--- src/rtl/joy_db15_scan.sv ---
// DB15 joystick adapter scanner: parallel-loads the 32-bit button chain, clocks it out
// serially and publishes both players' buttons atomically once per frame.
module joy_db15_scan #(
   parameter int unsigned DIV = 25,
   parameter int unsigned GAP = 64
) (
   input  logic        clk,
   input  logic        reset,
   input  logic        joy_data,
   output logic        joy_clk,
   output logic        joy_load,
   output logic [15:0] joystick1,
   output logic [15:0] joystick2,
   output logic        present,
   output logic        scan_done
);

   localparam logic [7:0] DivLast = 8'(DIV - 1);
   localparam logic [9:0] GapLast = 10'(GAP - 1);

   typedef enum logic [2:0] {
      StLoad,
      StShiftLo,
      StShiftHi,
      StPublish,
      StGap
   } state_t;

   state_t      state;
   logic [7:0]  div_cnt;
   logic [4:0]  bit_idx;
   logic [9:0]  gap_cnt;
   logic [31:0] shift;
   logic        started;
   logic        data_meta;
   logic        data_sync;
   logic        tick;

   always_ff @(posedge clk or posedge reset) begin
      if (reset) begin
         data_meta <= 1'b1;
         data_sync <= 1'b1;
      end else begin
         data_meta <= joy_data;
         data_sync <= data_meta;
      end
   end

   // The divider idles for the start clk after reset and during the single PUBLISH clk.
   always_ff @(posedge clk or posedge reset) begin
      if (reset) begin
         div_cnt <= '0;
      end else if (started && state != StPublish) begin
         div_cnt <= (div_cnt == DivLast) ? 8'd0 : div_cnt + 8'd1;
      end
   end

   assign tick = started && (state != StPublish) && (div_cnt == DivLast);

   always_ff @(posedge clk or posedge reset) begin
      if (reset) begin
         state     <= StLoad;
         started   <= 1'b0;
         bit_idx   <= '0;
         gap_cnt   <= '0;
         shift     <= '0;
         joy_clk   <= 1'b1;
         joy_load  <= 1'b1;
         joystick1 <= '0;
         joystick2 <= '0;
         present   <= 1'b0;
         scan_done <= 1'b0;
      end else begin
         scan_done <= 1'b0;
         case (state)
            StLoad: begin
               if (!started) begin
                  started  <= 1'b1;
                  joy_load <= 1'b0;
                  joy_clk  <= 1'b1;
               end else if (tick) begin
                  state    <= StShiftLo;
                  bit_idx  <= '0;
                  joy_load <= 1'b1;
                  joy_clk  <= 1'b0;
               end
            end
            StShiftLo: begin
               if (tick) begin
                  shift[bit_idx] <= ~data_sync;
                  joy_clk        <= 1'b1;
                  state          <= StShiftHi;
               end
            end
            StShiftHi: begin
               if (tick) begin
                  if (bit_idx == 5'd31) begin
                     state <= StPublish;
                  end else begin
                     bit_idx <= bit_idx + 5'd1;
                     joy_clk <= 1'b0;
                     state   <= StShiftLo;
                  end
               end
            end
            StPublish: begin
               // All samples pressed means joy_data stuck low: no adapter or a short.
               if (&shift) begin
                  present   <= 1'b0;
                  joystick1 <= '0;
                  joystick2 <= '0;
               end else begin
                  present   <= 1'b1;
                  joystick1 <= shift[15:0];
                  joystick2 <= shift[31:16];
               end
               scan_done <= 1'b1;
               gap_cnt   <= '0;
               state     <= StGap;
            end
            StGap: begin
               if (tick) begin
                  if (gap_cnt == GapLast) begin
                     gap_cnt  <= '0;
                     joy_load <= 1'b0;
                     state    <= StLoad;
                  end else begin
                     gap_cnt <= gap_cnt + 10'd1;
                  end
               end
            end
            default: state <= StLoad;
         endcase
      end
   end

endmodule

--- config.mk ---
export PLATFORM = sky130hd
export DESIGN_NAME = joy_db15_scan
export DESIGN_NICKNAME = d
export VERILOG_FILES = /design/src/rtl/joy_db15_scan.sv
export SDC_FILE = /design/constraint.sdc
export NUM_CORES = 1
export LEC_CHECK = 0
export ABC_AREA = 1
export CORE_UTILIZATION = 50
export CTS_CLUSTER_DIAMETER = 120
export CTS_CLUSTER_SIZE = 8
export DETAILED_ROUTE_END_ITERATION = 8
export PLACE_DENSITY_LB_ADDON = 0.3
export SYNTH_ARGS = -nofsm -noshare
export SYNTH_HDL_FRONTEND = slang
export SYNTH_SLANG_ARGS = --single-unit
--- constraint.sdc ---
create_clock -name clk -period 3.5 [get_ports clk]
set_clock_uncertainty 0.15 [all_clocks]
set_input_delay 1.05 -clock clk [delete_from_list [all_inputs] [get_ports clk]]
set_output_delay 1.05 -clock clk [all_outputs]
set_load 0.02 [all_outputs]
==> impl_results.md <==
- Worst path bufs/invs: 1
- WL per Instance: roughly 13 µm
- Synth Net Count: 620
- Worst Setup Path Type: reg -> out
- Hold Violations, Final: 0
- Diodes inserted: 0
- Chip Width: approximately 100 µm
- Clock root cell: clkbuf_8
- Tightest Hold Check Type: reg -> reg
- Input/output buffers: 38
- Final worst path period share: 77.5%
- Overflow after GRT: 0
- Fmax: 369 MHz
- Area grow syn2layout: 13.1%
- Full die area: 10200 µm²
- Bufs on Longest Clock Path: 2
- Setup bufs post-CTS: 0
- CP max stage delay: 600 ps
- Initial Util: 52.3%
- Power, Total: 1.88 mW
- CP startpoint: joy_clk
- Layout cells sized above 1: 7.99%
- Vias in the first global route: about 3800
- Post-CTS Resized: 0
- Relative slew slack: 25.8%
- Pwr per Cell Area: 341 nW/µm²
- FF-to-FF Start: bit_idx[0]
- I/O Pins: 39
- CP Capture Type: output port
- Final ANT Viol Nets: 0
- Ys async rst share: 100%
- Yosys synthesis warning count: 0
- Synthesized instance count: just over 600
- Core Footprint: 9330 µm²
- Worst-Margin Slew: between 1000 and 1500 ps
- Fin nets: approximately 640
- Worst Path Required: 2300 ps
- Drt drc: 0
- Worst vdd ir: 0.201 mV
- Clock transition at path regs: 100 ps
- Seq/Total Area, Yosys: 49.8%
- Vias: 4116
- Final setup viols: 0
- Final worst path period need: 2710 ps
- Synth cell types: 29
- Vias per inst: 5.37
- CP arrival: 1510 ps
- CP max-delay cell: clkdlybuf4s50_1
- Cell family with most CP delay: buffers and inverters
- Die Ht: 101 µm
- DRT Pass-1 Iters: 5
- Leak: 2.73 nW
- GRT Overall Usage: 22.1%
- Critical Path Start Type: flop
- H-tree levels: 3
- Clk_lat worst skew: 370 ps
- First-pass GRT wire length: 17.7 mm
- Final max-slew violation count: 0
- Number of synthesized flops with an enable pin: 0
- CTS buffer count: 9
- Max_cap viols: 0
- Clock sinks: 97
- Outcome: finished, final reports clean
- Setup_tns: 0 ps
- Final wirelength: 10.3 mm
- CTS tree: built
- Fin Hold WS: 212 ps
- Cell Chain, Critical Path: clkdlybuf4s50_1
- DP HPWL: slightly below 7 mm
- CP Max Fanout: 2
- Ys flop type: dfrtp_1
- Antenna violations before repair: 0
- Largest net degree at the start of global routing: 65
- CTS Hold Bufs: 0
- RSZ-0062 raised after global routing: no
- Post-Syn Area: 4880 µm²
- GPL Wtd Cong: 0.818
- Avg Inst Size Synth: 8.02 µm²
- Row count: 35
- Synth Register Bits: 97
- Initial DRC count: 223
- Hold Startpoint: data_meta
[state kept, by name (all words and copies together), names as in the netlist, 3 cells and up]
| register | flops |
|---|---|
| bit_idx | 5 |
| state | 3 |
| joystick1 | 16 |
| joystick2 | 16 |
| gap_cnt | 10 |
| div_cnt | 8 |
| shift | 32 |
[metal layers]
layer | vias up | wire length [µm] | global-route usage (%)
met1 | 1975 | 4870 | 30.7
li1 | 2042 | - | -
met3 | 13 | 358 | 3.26
met2 | 86 | 4920 | 35.9
met5 | - | 0 | 0
met4 | 0 | 150 | 7.36
[metrics by stage]
step	instance area, µm²	cells	worst slack, ps	util, %
2_1_floorplan	4890	609	1160	-
3_3_place_gp	5320	751	1100	57.1
3_5_place_dp	5320	751	1060	57.1
4_1_cts	5520	767	777	59.2
5_1_grt	5520	767	756	59.2
6_report	5520	767	788	59.2
[synthesized netlist by cell type (3+ instances only)]
cell,n,area share [%]
xor2_1,6,1.1
nand4_1,44,5.6
nor2_1,34,2.6
clkbuf_1,18,1.4
dfstp_2,4,2.2
nand2_1,224,17
nor3_2,8,1.6
a21oi_1,4,0.41
buf_2,3,0.31
buf_4,3,0.46
dfrtp_1,93,48
ha_1,8,2.1
nor3_1,6,0.62
inv_2,7,0.54
buf_6,5,1.2
nand3_1,84,8.6
o21ai_0,13,1.3
inv_1,30,2.3
[report_power, final]
part	switching, mW	internal, mW	total (mW)	leakage, nW
Combinational	0.0290	0.00744	0.0364	1.32
Clock	0.442	0.282	0.724	0.0981
Sequential	0.000265	1.12	1.12	1.31
[final cells by class]
cell class	instances	area, µm²
clock buffer	9	124
clock inverter	7	75.1
fill	838	3800
inverter	39	153
multi-input combinational	444	2140
sequential	97	2430
tap	129	161
timing repair buffer	42	435
[cell families (layout without fill, tap and decap cells)]
family          Yosys count  count (layout)  share of synthesized area [%]
compound gates           18              18                           1.90
xor+xnor                  7               7                           1.26
simple gates            411             411                           38.6
flops                    97              97                           49.8
buf+inv                  68              97                           6.36
fa+ha+maj                 8               8                           2.05
[worst paths after layout]
check / cells past startpoint / slack [ps] / endpoint
worst max-delay path: 1 / 790 / joy_clk
worst min-delay path: 0 / 210 / data_sync
worst max register to register: 10 / 1060 / bit_idx[0]
worst min register to register: 0 / 210 / data_sync
max in group asynchronous: 3 / 1520 / joystick2[10]
min in group asynchronous: 2 / 990 / scan_done
[cells in the final DEF, fill, tap and decap left out]
cell	Yosys	final
nand3_1	84	84
nand4_1	44	44
nor2_2	2	3
clkbuf_8	0	9
or2_2	2	2
nor2_4	1	1
inv_8	0	3
o21bai_1	1	1
nor2_8	1	1
o21ai_0	13	13
xnor2_1	1	1
clkinvlp_4	0	2
nand3b_1	2	2
dfstp_2	4	4
nor3_1	6	6
a21oi_1	4	4
clkinv_4	0	2
buf_12	0	2
clkinv_1	1	1
clkinv_8	0	1
dfrtp_1	93	93
inv_2	7	7
ha_1	8	8
nor3_2	8	8
inv_1	30	29
nand2_1	224	224
xor2_1	6	6
nor2_1	34	33
inv_4	1	1
clkdlybuf4s50_1	0	38
buf_4	3	2
nand2_4	2	2
nand3_4	1	1
Note: power is estimated with default switching activity, not from simulation.
